===== src/rtl/stage3_fetch_sequencer.sv =====
// ----------------------------------------------------------------------------
// stage3_fetch_sequencer
//
// Fetch stage of the 3-stage pipeline. Issues instruction-memory reads, owns
// the fetch->execute pipeline register (instr, pc, pc+4, valid), absorbs
// execute-side stalls with a 1-entry skid buffer and applies redirects
// (branch / jump / exception) coming back from execute. A response that
// belongs to a squashed address is thrown away.
//
// Ports
//   CLK, nRST    clock, synchronous active-low reset
//   imem_ren     read request (held until completion)
//   imem_addr    word-aligned read address (= fetch_pc)
//   imem_busy    read not complete; completes when imem_ren & !imem_busy
//   imem_rdata   read data, valid in the completion cycle
//   ex_stall     execute cannot take fe_* this cycle
//   ex_flush     redirect request, target on brj_addr
//   brj_addr     redirect target
//   halt         stop issuing new fetches (level)
//   fe_valid/fe_instr/fe_pc/fe_pc4   fetch->execute register
//   fe_state     FSM state for debug (RUN=0, SQUASH=1, HALT=2)
// ----------------------------------------------------------------------------
module stage3_fetch_sequencer #(
    parameter int              XLEN     = 32,
    parameter logic [XLEN-1:0] RESET_PC = 32'h0000_0200
) (
    input  logic            CLK,
    input  logic            nRST,
    output logic            imem_ren,
    output logic [XLEN-1:0] imem_addr,
    input  logic            imem_busy,
    input  logic [XLEN-1:0] imem_rdata,
    input  logic            ex_stall,
    input  logic            ex_flush,
    input  logic [XLEN-1:0] brj_addr,
    input  logic            halt,
    output logic            fe_valid,
    output logic [XLEN-1:0] fe_instr,
    output logic [XLEN-1:0] fe_pc,
    output logic [XLEN-1:0] fe_pc4,
    output logic [1:0]      fe_state
);

    typedef enum logic [1:0] {
        ST_RUN    = 2'd0,
        ST_SQUASH = 2'd1,
        ST_HALT   = 2'd2
    } state_e;

    localparam logic [XLEN-1:0] WORD_BYTES = XLEN'(4);

    // Redirect targets are always loaded word aligned.
    function automatic logic [XLEN-1:0] align_word(input logic [XLEN-1:0] addr);
        return {addr[XLEN-1:2], 2'b00};
    endfunction

    state_e          state_q,      state_d;
    logic [XLEN-1:0] fetch_pc_q,   fetch_pc_d;
    logic [XLEN-1:0] pending_pc_q, pending_pc_d;
    logic            skid_valid_q, skid_valid_d;
    logic [XLEN-1:0] skid_instr_q, skid_instr_d;
    logic [XLEN-1:0] skid_pc_q,    skid_pc_d;
    logic            fe_valid_q,   fe_valid_d;
    logic [XLEN-1:0] fe_instr_q,   fe_instr_d;
    logic [XLEN-1:0] fe_pc_q,      fe_pc_d;
    logic [XLEN-1:0] fe_pc4_q,     fe_pc4_d;

    logic ren;
    logic complete;
    logic fe_free;

    // SQUASH keeps the old request alive so the memory transaction is never
    // withdrawn; RUN only requests when the skid has room for the answer.
    assign ren      = (state_q == ST_SQUASH) | ((state_q == ST_RUN) & ~skid_valid_q);
    assign complete = ren & ~imem_busy;
    // Register may be overwritten when it is empty or execute takes it now.
    assign fe_free  = ~fe_valid_q | ~ex_stall;

    always_comb begin
        state_d      = state_q;
        fetch_pc_d   = fetch_pc_q;
        pending_pc_d = pending_pc_q;
        skid_valid_d = skid_valid_q;
        skid_instr_d = skid_instr_q;
        skid_pc_d    = skid_pc_q;
        fe_valid_d   = fe_valid_q;
        fe_instr_d   = fe_instr_q;
        fe_pc_d      = fe_pc_q;
        fe_pc4_d     = fe_pc4_q;

        if (ex_flush) begin
            // Redirect beats stall and completion; the old path is dropped.
            fe_valid_d   = 1'b0;
            skid_valid_d = 1'b0;
            if (ren & imem_busy) begin
                // Cannot abandon the in-flight read: remember the target and
                // wait for the stale response in SQUASH.
                pending_pc_d = align_word(brj_addr);
                state_d      = ST_SQUASH;
            end else begin
                fetch_pc_d = align_word(brj_addr);
                state_d    = halt ? ST_HALT : ST_RUN;
            end
        end else begin
            // Only RUN responses carry live instructions; SQUASH data is stale.
            if (fe_free) begin
                if (skid_valid_q) begin
                    fe_valid_d   = 1'b1;
                    fe_instr_d   = skid_instr_q;
                    fe_pc_d      = skid_pc_q;
                    fe_pc4_d     = skid_pc_q + WORD_BYTES;
                    skid_valid_d = 1'b0;
                end else if (complete && (state_q == ST_RUN)) begin
                    fe_valid_d = 1'b1;
                    fe_instr_d = imem_rdata;
                    fe_pc_d    = fetch_pc_q;
                    fe_pc4_d   = fetch_pc_q + WORD_BYTES;
                end else begin
                    fe_valid_d = 1'b0;
                end
            end else if (complete && (state_q == ST_RUN)) begin
                skid_valid_d = 1'b1;
                skid_instr_d = imem_rdata;
                skid_pc_d    = fetch_pc_q;
            end

            unique case (state_q)
                ST_RUN: begin
                    if (complete) begin
                        fetch_pc_d = fetch_pc_q + WORD_BYTES;
                    end
                    // An in-flight read finishes before halting.
                    if (halt && (!ren || complete)) begin
                        state_d = ST_HALT;
                    end
                end
                ST_SQUASH: begin
                    if (complete) begin
                        fetch_pc_d = pending_pc_q;
                        state_d    = halt ? ST_HALT : ST_RUN;
                    end
                end
                ST_HALT: begin
                    if (!halt) begin
                        state_d = ST_RUN;
                    end
                end
                default: begin
                    state_d = ST_RUN;
                end
            endcase
        end
    end

    always_ff @(posedge CLK) begin
        if (!nRST) begin
            state_q      <= ST_RUN;
            fetch_pc_q   <= RESET_PC;
            pending_pc_q <= '0;
            skid_valid_q <= 1'b0;
            skid_instr_q <= '0;
            skid_pc_q    <= '0;
            fe_valid_q   <= 1'b0;
            fe_instr_q   <= '0;
            fe_pc_q      <= '0;
            fe_pc4_q     <= '0;
        end else begin
            state_q      <= state_d;
            fetch_pc_q   <= fetch_pc_d;
            pending_pc_q <= pending_pc_d;
            skid_valid_q <= skid_valid_d;
            skid_instr_q <= skid_instr_d;
            skid_pc_q    <= skid_pc_d;
            fe_valid_q   <= fe_valid_d;
            fe_instr_q   <= fe_instr_d;
            fe_pc_q      <= fe_pc_d;
            fe_pc4_q     <= fe_pc4_d;
        end
    end

    assign imem_ren  = ren;
    assign imem_addr = fetch_pc_q;
    assign fe_valid  = fe_valid_q;
    assign fe_instr  = fe_instr_q;
    assign fe_pc     = fe_pc_q;
    assign fe_pc4    = fe_pc4_q;
    assign fe_state  = state_q;

endmodule


===== config.mk =====
export PLATFORM = sky130hd
export DESIGN_NAME = stage3_fetch_sequencer
export DESIGN_NICKNAME = d
export VERILOG_FILES = /design/src/rtl/stage3_fetch_sequencer.sv
export SDC_FILE = /design/constraint.sdc
export NUM_CORES = 1
export LEC_CHECK = 0
export CAP_MARGIN = 20
export CORE_ASPECT_RATIO = 1.5
export CORE_MARGIN = 2
export CORE_UTILIZATION = 52
export DETAILED_ROUTE_END_ITERATION = 8
export PLACE_DENSITY = 0.77
export RECOVER_POWER = 50
export SYNTH_ARGS = -nofsm -noshare
export SYNTH_HDL_FRONTEND = slang
export SYNTH_SLANG_ARGS = --single-unit

===== constraint.sdc =====
create_clock -name CLK -period 2.4 [get_ports CLK]
set_input_delay 0.36 -clock CLK [delete_from_list [all_inputs] [get_ports CLK]]
set_output_delay 0.36 -clock CLK [all_outputs]
set_load 0.005 [all_outputs]

; ---- Word-level counts from Yosys, hierarchy flattened
; Cells that the tools add are included.
[totals]
register_bits = 226
in_bits = 70
wordCells = 65
[classes]
eq_ne = 7
bitwise_logic = 12
add_sub_neg = 2
n_reduce_logical = 14
mux = 20
[ops]
columns = op, n
row1 = 32-bit 2-to-1 mux, 10
row2 = 32-bit by 3-bit adder with 32-bit output (second input constant), 2
row3 = 32-bit one-hot mux with 2 select lines, 1
row4 = 2-bit 2-to-1 mux, 6
row5 = 3-bit != test (second input constant), 3
row6 = 3-bit AND reduction, 3
row7 = 1-bit NOT, 7
row8 = 2-bit one-hot mux with 3 select lines, 1
row9 = 4-bit AND reduction, 1
row10 = 1-bit AND, 3
row11 = 3-bit by 2-bit != test with 1-bit output (second input constant), 1
row12 = 3-bit nonzero test, 1
row13 = 3-bit OR reduction, 1
row14 = 2-bit by 1-bit equality test with 1-bit output (second input constant), 1
row15 = 2-bit equality test (second input constant), 1
row16 = 1-bit logical AND, 2
row17 = 2-bit logical NOT, 1
row18 = 1-bit 2-to-1 mux, 2
row19 = 2-bit != test (second input constant), 1
row20 = 1-bit bitwise OR, 2
row21 = 2-bit AND reduction, 1
row22 = 2-bit nonzero test, 1
row23 = 2-bit OR reduction, 1
row24 = 1-bit logical NOT, 1
row25 = 1-bit logical OR, 1

; ---- Logic depth before layout (Yosys ltp)
; Gate-level depths: netlist of the first run.
[depth]
ltp_word = 9
mapped_depth = 9

; ---- Worst setup path before layout of the first run
; OpenSTA, ideal clock, no wires.
[synth_path]
path_type = reg2reg
start = register fetch_pc_q[17] (netlist: imem_addr[17])
end = register fetch_pc_q[31] (netlist: imem_addr[31])
required_time_ps = 2280
setup_ps = 120
path_stages_with_launch = 10
t_arrival_ps = 2040
path_buffers = 3
setup_slack_ps = 241
cell_sequence = dfxtp_1 > buf_4 > nand3_2 > or4_4 > buf_6 > nor3_4 > buf_6 > nand3_4 > and3_1 > o31a_1
[synth_via]
elab_chain_len = 4
[synth_lines]
columns = element, line_no
row1 = start: declaration, 58  ; logic [XLEN-1:0] fetch_pc_q, fetch_pc_d;
row2 = start signal: assignment, 169  ; fetch_pc_q <= fetch_pc_d;
row3 = 32-bit by 3-bit adder with 32-bit output, 130  ; fetch_pc_d = fetch_pc_q + WORD_BYTES;
row4 = 32-bit 2-to-1 mux, 129  ; if (complete) begin
row5 = 32-bit one-hot mux with 2 select lines, 127  ; unique case (state_q)
row6 = 32-bit 2-to-1 mux, 91  ; if (ex_flush) begin
; No other way between the ends. The select of a mux whose other input is x is not followed.
; A chain may end at the register's enable or synchronous reset.

; ---- Worst setup path in the final report of the first run
[layout_path]
start = register state_q[0] (netlist: fe_state[0])
end = output port imem_ren
[layout_via]
elab_chain_len = 3
word_cells_on_any_way = 4
cone_classes = eq/ne: 1 / bitwise: 2 / reduce/logical: 1
[layout_lines]
columns = element, line_no
row1 = start: declaration, 57  ; state_e state_q, state_d;
row2 = start signal: assignment, 168  ; state_q <= state_d;
row3 = 2-bit logical NOT, 74  ; assign ren = (state_q == ST_SQUASH) | ((state_q == ST_RUN) & ~skid_valid_q);
row4 = 1-bit AND, 74
row5 = 1-bit bitwise OR *, 74
row6 = end: declaration, 29  ; output logic imem_ren,
; Every way passes the cells marked *; elsewhere a longest branch is shown, timed or not.

==> results of run 1 <==
## placed cells by master (no fill, tap or decap), types with 4 or more instances in the layout
cell type        count
a22oi_1              9
xnor2_1             26
a211oi_1            60
nor2_1             102
and4_1               7
o221ai_1             5
a21oi_1            143
clkdlybuf4s50_1     97
inv_1                9
and2_1               7
clkbuf_1             8
nand2_1            262
conb_1               6
dlygate4sd3_1       96
dfxtp_1            217
xor2_1              27
a31oi_1              8
mux2i_1             64
nand4_1             14
clkbuf_2             5
nand3_1             28
buf_4               54
buf_12               6
o211ai_1            17
and3_1              20
nor3_1              20
o21ai_0             58
clkbuf_16           23
a21o_1               4
nor4_1               7
clkbuf_8             8
## registers in the layout, summed over array words and instances (netlist names)
register and cells:
skid_instr_q 32, fe_valid 1, skid_pc_q 30, fe_instr 32, fe_state 2, skid_valid_q 1
fe_pc4 30, pending_pc_q 30, fe_pc 30, imem_addr 30
## worst paths after layout
check                     end  slack, ps             start
max                  imem_ren        110       fe_state[0]
min          pending_pc_q[14]        420      brj_addr[14]
max reg2reg     imem_addr[27]        130      imem_addr[7]
min reg2reg  pending_pc_q[16]        450  pending_pc_q[16]
## metal layers
| layer | global-route usage | routed length (um) | up-vias |
|---|---|---|---|
| li1 | - | - | 4805 |
| met2 | 0.524 | 15900 | 396 |
| met4 | 0.154 | 1530 | 0 |
| met3 | 0.0411 | 1750 | 101 |
| met1 | 0.332 | 11900 | 4726 |
| met5 | 0 | 0 | - |
## worst reg2reg max path, cell delays in order (launching register included)
cell	delay, ps
dfxtp_1	460
inv_1	150
or3_1	510
nor3_4	410
buf_4	220
nand4_1	100
a21o_1	200
a21oi_1	150
## logic make-up (layout without fill, tap and decap cells)
group,count (synthesis),in the layout,share of synthesized area
and+or+nand+nor,485,485,0.211
AOI/OAI and AO/OA,329,329,0.197
DFF,218,218,0.431
buffers and inverters,117,314,0.0484
muxes,65,65,0.0643
xor gates and xnor gates,53,53,0.0458
adders and majority gates,2,2,0.00247
other,1,6,0.000370
## stage by stage
stage / TNS (ps) / util / std cells / area [um2]
6_report: 0 / 0.693 / 1728 / 13300
5_1_grt: 0 / 0.693 / 1728 / 13300
4_1_cts: 0 / 0.697 / 1727 / 13400
3_5_place_dp: -612 / 0.659 / 1687 / 12600
3_3_place_gp: -2.40 / 0.659 / 1687 / 12600
2_1_floorplan: 0 / - / 1275 / 10200
## final cells by class
type | count | area, um2
clock buffers | 35 | 701
repair buffers | 263 | 2500
clock inverters | 5 | 30.0
multi-input cells | 940 | 5310
fillers | 1596 | 5880
inverters | 11 | 43.8
well taps | 256 | 320
flip-flops and latches | 218 | 4370
## power by group through the flow
stage	Sequential (W)	Combinational, W	Clock, W
after floorplan	0.00397	0.000530	0
after global placement	0.00396	0.00119	0
after detailed placement	0.00396	0.00121	0
after CTS	0.00388	0.00122	0.00349
after global routing	0.00390	0.00127	0.00362
final	0.00388	0.00117	0.00346
==> impl_metrics.env, run 1 <==
export IMPL_hold_path_class="primary input to register"
export IMPL_layout_setup_ws_ps=106
export IMPL_syn_avg_cell_area_um2=7.98
export IMPL_start_util=0.529
export IMPL_pwr_share_clk=0.406
export IMPL_final_layout_size_suffix_gt1_frac=0.0802
export IMPL_crit_family="buffers and inverters"
export IMPL_total_power_w=0.00851
export IMPL_fin_hold_ws_ps=420
export IMPL_internal_power_w=0.00634
export IMPL_relSlewSlack=0.348
export IMPL_final_setup_skew_ps=10.0
export IMPL_cts_tree="built"
export IMPL_synth_edf_count=0
export IMPL_coreArea_um2=19200
export IMPL_slowest_stage="clkdlybuf4s50_1"
export IMPL_cts_root_buf="clkbuf_16"
export IMPL_fmax_ghz=0.436
export IMPL_die_x_um=118
export IMPL_cts_sinks=218
export IMPL_synth_cells=1270
export IMPL_portBuffers=193
export IMPL_grt_ovfl_total=0
export IMPL_rows=62
export IMPL_cp_max_fo=7
export IMPL_ir_drop_mv=0.561
export IMPL_cts_made_buffers=22
export IMPL_cp_end_kind="output pin"
export IMPL_pre_cts_slack_ps=-95.5
export IMPL_drv_cap=0
export IMPL_antenna_cells=0
export IMPL_die_area_um2=20600
export IMPL_die_h_um=175
export IMPL_htree_levels=1
export IMPL_crit_chain="o21a_1 -> clkdlybuf4s50_1"
export IMPL_first_pass_iters=6
export IMPL_p_seq_frac=0.456
export IMPL_yosys_register_bits=218
export IMPL_layout_worst_path_cycle_share=0.956
export IMPL_drv_slew=0
export IMPL_p_switching_w=0.00218
export IMPL_clk_pin_slew_ps=60
export IMPL_gp_congestion=0.918
export IMPL_cts_path_max_buffers=3
export IMPL_start_kind="register"
export IMPL_synth_commonest_cells="nand2_1, dfxtp_1, a21oi_1, nor2_1, clkbuf_1"
export IMPL_syn_to_final_growth_pct=31.0
export IMPL_critPathBufInv=1
export IMPL_path_class="register to output pin"
export IMPL_ff2ff_path_depth=7
export IMPL_drt_wl_total_um=31100
export IMPL_status="finished, final reports clean"
export IMPL_ioPinCount=202
export IMPL_power_density_nw_per_um2=641
export IMPL_avgRoutedWirePerCell_um=18.0
export IMPL_yosys_warnings=0
export IMPL_postCtsSetupBuffers=0
export IMPL_hold_depth=3
export IMPL_synth_area_top_cells="dfxtp_1, nand2_1, a21oi_1, mux2i_1, a211oi_1"
export IMPL_netSwitchingFraction=0.256
export IMPL_vias_per_cell=5.80
export IMPL_holdBufCountCts=0
export IMPL_p_leak_nw=4.87
export IMPL_hold_viol_final=0
export IMPL_synth_top_area_frac=0.431
export IMPL_grt_pass1_vias=9472
export IMPL_track_usage=0.291
export IMPL_yosys_cell_count_top_type="nand2_1"
export IMPL_async_reset_ff_frac=0
export IMPL_seq_area_frac_synth=0.431
export IMPL_dpl_hpwl_um=21300
export IMPL_yosysUniqueCellTypes=60
export IMPL_crit_cells=2
export IMPL_cp_required_ps=2040
export IMPL_drtAntennaViolNets=0
export IMPL_antenna_found_initial=0
export IMPL_insertion_delay_ps=510
export IMPL_drt_iter0_markers=965
export IMPL_netlist_area_um2=10100
export IMPL_vias=10000
export IMPL_cts_resized=0
export IMPL_grt_pass1_wl_um=49000
export IMPL_synthFlopType="dfxtp_1"
export IMPL_route_detailed_drc=0
export IMPL_fin_nets=1528
export IMPL_tightest_slew_ps=977
export IMPL_period_needed_ps=2290
export IMPL_finalSetupViolCount=0
export IMPL_grt_max_degree=178
export IMPL_arrival_ps=1930
export IMPL_critPathMaxStageDelay_ps=580
export IMPL_p_comb_frac=0.138
export IMPL_rsz0062_at_grt="no"
export IMPL_synth_area_leader_cell="dfxtp_1"
Power figures use the tool's default switching activity.
==> inputs of run 2 (changes only) <==
--- a/config.mk
+++ b/config.mk
@@ -8,9 +8,10 @@
 export CAP_MARGIN = 20
 export CORE_ASPECT_RATIO = 1.5
 export CORE_MARGIN = 2
-export CORE_UTILIZATION = 52
+export CORE_UTILIZATION = 35
 export DETAILED_ROUTE_END_ITERATION = 8
-export PLACE_DENSITY = 0.77
+export DONT_BUFFER_PORTS = 1
+export PLACE_DENSITY = 0.46
 export RECOVER_POWER = 50
 export SYNTH_ARGS = -nofsm -noshare
 export SYNTH_HDL_FRONTEND = slang
==> run 2 against run 1 <==
Effect of this change: clock skew increased by 5.8 ps; clock-buffer cell count stayed put; via count down 8.4%; global-route usage shrank 7.2 points; combinational power shrank 25%; critical path type is now register to register; critical endpoint is now fe_pc4[31].
==> impl_metrics.env, run 2 (same netlist as run 1, synthesis figures left out) <==
export IMPL_vias_per_cell=5.29
export IMPL_avgRoutedWirePerCell_um=19.6
export IMPL_vias=9183
export IMPL_hold_viol_final=0
export IMPL_rsz0062_at_grt="no"
export IMPL_netSwitchingFraction=0.266
export IMPL_reg2reg_slack_ps=130
export IMPL_hold_path_class="primary input to register"
export IMPL_drv_cap=0
export IMPL_cts_sinks=218
export IMPL_layout_worst_path_cycle_share=0.948
export IMPL_hp_start="brj_addr[28]"
export IMPL_p_seq_frac=0.463
export IMPL_layout_commonest_cell="nand2_1"
export IMPL_gp_congestion=0.817
export IMPL_cts_made_buffers=25
export IMPL_cp_max_fo=7
export IMPL_insertion_delay_ps=540
export IMPL_portBuffers=0
export IMPL_cp_required_ps=2800
export IMPL_final_layout_size_suffix_gt1_frac=0.0721
export IMPL_route_detailed_drc=0
export IMPL_fmax_ghz=0.440
export IMPL_grt_ovfl_total=0
export IMPL_cts_path_max_buffers=3
export IMPL_syn_to_final_growth_pct=20.0
export IMPL_htree_levels=1
export IMPL_hold_depth=2
export IMPL_final_cell_mix="nand2_1, dfxtp_1, a21oi_1, nor2_1, dlygate4sd3_1"
export IMPL_path_class="register to register"
export IMPL_crit_chain="nand3_2 -> or4_4 -> nor3_4 -> buf_4 -> nand4_1 -> xor2_1 -> o221ai_1"
export IMPL_drtAntennaViolNets=0
export IMPL_first_pass_iters=5
export IMPL_die_x_um=143
export IMPL_status="finished, final reports clean"
export IMPL_relSlewSlack=0.421
export IMPL_cp_end_kind="register"
export IMPL_die_h_um=212
export IMPL_coreArea_um2=28600
export IMPL_antenna_found_initial=0
export IMPL_start_kind="register"
export IMPL_cts_root_buf="clkbuf_16"
export IMPL_clk_pin_slew_ps=60
export IMPL_tightest_slew_ps=869
export IMPL_drt_wl_total_um=34000
export IMPL_hold_path_end="imem_addr[28]"
export IMPL_grt_max_degree=178
export IMPL_ir_drop_mv=0.568
export IMPL_setup_tns_ps=0
export IMPL_track_usage=0.219
export IMPL_arrival_ps=2670
export IMPL_fin_cells=1735
export IMPL_slowest_stage="or4_4"
export IMPL_final_setup_skew_ps=15.9
export IMPL_p_leak_nw=4.10
export IMPL_critPathBufInv=1
export IMPL_crit_cells=7
export IMPL_drv_slew=0
export IMPL_rows=76
export IMPL_grt_pass1_vias=9004
export IMPL_finalSetupViolCount=0
export IMPL_period_needed_ps=2270
export IMPL_power_density_nw_per_um2=695
export IMPL_crit_family="simple AND/OR/NAND/NOR gates"
export IMPL_utilization=0.425
export IMPL_antenna_cells=0
export IMPL_p_comb_frac=0.103
export IMPL_internal_power_w=0.00621
export IMPL_start_util=0.354
export IMPL_grt_pass1_wl_um=52300
export IMPL_pwr_share_clk=0.433
export IMPL_r2r_end="fe_pc4[31]"
export IMPL_critPathMaxStageDelay_ps=590
export IMPL_timing_rr_start="imem_addr[18]"
export IMPL_dp_cells=1625
export IMPL_die_area_um2=30400
export IMPL_cts_tree="built"
export IMPL_fin_hold_ws_ps=31.4
export IMPL_p_switching_w=0.00224
export IMPL_n_fill_cell=2895
export IMPL_drt_iter0_markers=592
export IMPL_dpl_hpwl_um=22500
export IMPL_ff2ff_path_depth=7
export IMPL_ioPinCount=202
export IMPL_fin_nets=1401
## run 2: cell count changes in the layout (fill, tap and decap cells not counted), moves of 2 or more
cell	previous run	this run
buf_4	54	31
clkbuf_1	8	31
clkbuf_16	23	25
clkbuf_2	5	2
clkbuf_8	8	6
clkdlybuf4s50_1	97	0
clkinv_2	3	7
clkinvlp_4	2	0
dlygate4sd3_1	96	65
## run 2: per-stage QoR
stage                     setup slack, ps  total power [W]  area [um2]
after global routing                 43.0          0.00880       12200
after floorplan                       241          0.00450       10200
final                                 126          0.00845       12200
after CTS                            65.1          0.00860       12200
after global placement                117          0.00479       10800
after detailed placement             78.3          0.00480       10800
## run 2: timing repair
| item | CTS | global route |
|---|---|---|
| buffers inserted | 0 | 1 |
| hold buffers | 65 | 0 |
| gates resized for setup | 0 | 2 |
| endpoints found under the hold margin | 88 | 0 |
| setup endpoints to repair | 0 | 9 |
## run 2: cell type report
type	instances	area [um2]	share of cell area
multi-input cells	940	5330	0.438
clock inverters	8	46.3	0.00381
flip-flops and latches	218	4370	0.359
clock buffers	35	723	0.0595
inverters	11	46.3	0.00381
well taps	390	488	0.0401
repair buffers	133	1160	0.0956
## run 2: power by group through the flow
stage	sequential (W)	clock, W	combinational (W)
after global routing	0.00394	0.00389	0.000966
after global placement	0.00400	0	0.000790
after detailed placement	0.00400	0	0.000798
after floorplan	0.00397	0	0.000530
final	0.00392	0.00366	0.000873
after CTS	0.00392	0.00378	0.000901
## run 2: worst max-delay path by stage
stage | to | slack, ps | startpoint
final | fe_pc4[31] | 130 | imem_addr[18]
after global routing | fe_pc4[31] | 40 | imem_addr[17]
after CTS | fe_pc4[20] | 70 | imem_addr[2]
after detailed placement | fe_pc4[20] | 80 | imem_addr[2]
after global placement | fe_pc4[20] | 120 | imem_addr[2]
after floorplan | imem_addr[31] | 240 | imem_addr[17]
## run 2: routing by layer
metal	wire [um]	vias to the layer above	track usage
met5	0	-	0
met4	780	0	0.0628
met3	2800	45	0.0633
met2	16000	251	0.365
li1	-	4542	-
met1	14500	4345	0.276
==> inputs of run 3 (changes only) <==
--- a/config.mk
+++ b/config.mk
@@ -8,10 +8,11 @@
 export CAP_MARGIN = 20
 export CORE_ASPECT_RATIO = 1.5
 export CORE_MARGIN = 2
-export CORE_UTILIZATION = 35
+export CORE_UTILIZATION = 65
+export CTS_BUF_LIST = sky130_fd_sc_hd__clkbuf_8
 export DETAILED_ROUTE_END_ITERATION = 8
 export DONT_BUFFER_PORTS = 1
-export PLACE_DENSITY = 0.46
+export PLACE_DENSITY = 0.78
 export RECOVER_POWER = 50
 export SYNTH_ARGS = -nofsm -noshare
 export SYNTH_HDL_FRONTEND = slang
==> run 3 against run 2 <==
Effect of this change: power down 6.0%; utilization up 35 points; worst hold slack worse by 28 ps; clock power down 14%; largest cell class unchanged; sequential cell count unchanged; wire length down 8.7%.
==> impl_metrics.env, run 3 (same netlist as run 1, synthesis figures left out) <==
export IMPL_status="finished, final reports clean"
export IMPL_layout_commonest_cell="nand2_1"
export IMPL_rsz0062_at_grt="no"
export IMPL_cts_sinks=218
export IMPL_r2r_end="fe_pc4[17]"
export IMPL_coreArea_um2=15100
export IMPL_syn_to_final_growth_pct=16.0
export IMPL_antenna_found_initial=0
export IMPL_grt_pass1_wl_um=48500
export IMPL_rows=55
export IMPL_p_leak_nw=4.05
export IMPL_hold_path_class="primary input to register"
export IMPL_tightest_slew_ps=866
export IMPL_dpl_hpwl_um=20300
export IMPL_grt_util_met2=0.627
export IMPL_portBuffers=0
export IMPL_timing_rr_start="imem_addr[4]"
export IMPL_grt_pass1_vias=9428
export IMPL_insertion_delay_ps=520
export IMPL_cts_path_max_buffers=3
export IMPL_drtAntennaViolNets=0
export IMPL_die_h_um=157
export IMPL_grt_ovfl_total=0
export IMPL_netSwitchingFraction=0.270
export IMPL_critPathCapture="fe_pc4[17]"
export IMPL_die_x_um=106
export IMPL_startpoint="imem_addr[4]"
export IMPL_gp_congestion=0.924
export IMPL_cp_max_fo=7
export IMPL_grtUsageMet3=0.103
export IMPL_p_switching_w=0.00214
export IMPL_setup_tns_ps=0
export IMPL_first_pass_iters=6
export IMPL_clk_pin_slew_ps=70
export IMPL_vias_per_cell=6.30
export IMPL_final_layout_size_suffix_gt1_frac=0.0762
export IMPL_vias=9771
export IMPL_final_cell_mix="nand2_1, dfxtp_1, a21oi_1, nor2_1, dlygate4sd3_1"
export IMPL_reg2reg_slack_ps=160
export IMPL_start_util=0.669
export IMPL_fin_cells=1551
export IMPL_avgRoutedWirePerCell_um=20.0
export IMPL_hp_start="halt"
export IMPL_relSlewSlack=0.421
export IMPL_pwr_share_clk=0.397
export IMPL_die_area_um2=16600
export IMPL_start_kind="register"
export IMPL_dp_cells=1425
export IMPL_cp_required_ps=2800
export IMPL_layout_worst_path_cycle_share=0.933
export IMPL_drv_cap=0
export IMPL_n_fill_cell=1130
export IMPL_hold_viol_final=0
export IMPL_p_seq_frac=0.494
export IMPL_track_usage=0.366
export IMPL_ioPinCount=202
export IMPL_p_comb_frac=0.110
export IMPL_grt_max_degree=94
export IMPL_fin_nets=1401
export IMPL_ir_drop_mv=0.559
export IMPL_busiest_layer="met2"
export IMPL_finalSetupViolCount=0
export IMPL_internal_power_w=0.00580
export IMPL_path_class="register to register"
export IMPL_arrival_ps=2640
export IMPL_met1_usage=0.389
export IMPL_drt_iter0_markers=750
export IMPL_total_power_w=0.00794
export IMPL_final_setup_skew_ps=18.5
export IMPL_cts_tree="built"
export IMPL_power_density_nw_per_um2=675
export IMPL_period_needed_ps=2240
export IMPL_fin_hold_ws_ps=3.47
export IMPL_antenna_cells=0
export IMPL_route_detailed_drc=0
export IMPL_drv_slew=0
export IMPL_htree_levels=2
export IMPL_fmax_ghz=0.446
export IMPL_cp_end_kind="register"
export IMPL_cts_root_buf="clkbuf_8"
export IMPL_ff2ff_path_depth=6
export IMPL_drt_wl_total_um=31100
export IMPL_cts_made_buffers=34
export IMPL_hold_depth=2
run 3: cell count changes in the layout (fill, tap and decap cells not counted), sizes merged:
| cell | delta |
|---|---|
| clkbuf | +5 |
| dlygate4sd3 | -1 |
| buf | -3 |
| clkinv | -5 |
| clkinvlp | +2 |
| inv | +9 |
run 3: layout make-up:
type / count / area [um2] / share of cell area
repair buffers: 124 / 1100 / 0.0935
clock buffers: 45 / 619 / 0.0527
inverters: 11 / 43.8 / 0.00372
flip-flops and latches: 218 / 4360 / 0.371
well taps: 199 / 249 / 0.0212
multi-input cells: 940 / 5310 / 0.452
clock inverters: 14 / 67.6 / 0.00575
run 3: how the worst min path moves through the flow:
stage	to
4_1_cts	imem_addr[9]
6_report	fe_state[1]
3_3_place_gp	pending_pc_q[29]
2_1_floorplan	pending_pc_q[7]
3_5_place_dp	pending_pc_q[11]
5_1_grt	fe_state[1]
run 3: what timing repair did:
item | in CTS | in global routing
hold buffers | 64 | 0
endpoints found under the setup margin | 0 | 2
buffers inserted | 0 | 2
resized for setup | 0 | 0
endpoints found under the hold margin | 80 | 0
run 3: stage by stage:
| step | setup slack (ps) | cell area, um2 | util |
|---|---|---|---|
| final | 160 | 11800 | 0.777 |
| after global routing | 18.1 | 11800 | 0.777 |
| after CTS | 180 | 11800 | 0.781 |
| after detailed placement | 204 | 10500 | 0.693 |
| after global placement | 211 | 10500 | 0.693 |
| after floorplan | 241 | 10200 | - |
run 3: power by group through the flow:
stage	Clock (W)	Combinational [W]	Sequential [W]
after floorplan	0	0.000530	0.00397
after global placement	0	0.000758	0.00399
after detailed placement	0	0.000774	0.00400
after CTS	0.00317	0.000871	0.00392
after global routing	0.00333	0.000943	0.00393
final	0.00315	0.000870	0.00392
run 3: routing by layer:
| layer | wire length, um | part of all wire | vias up |
|---|---|---|---|
| met5 | 0 | 0 | - |
| met4 | 2050 | 0.066 | 0 |
| met3 | 2860 | 0.092 | 137 |
| met2 | 15400 | 0.50 | 509 |
| met1 | 10800 | 0.35 | 4571 |
| li1 | - | - | 4554 |
run 3: critical path, stage by stage (launching register included):
cell	delay, ps
dfxtp_1	460
nand3_1	180
or3_1	500
nor2_1	170
nand4_1	220
xnor2_1	240
a221o_1	360
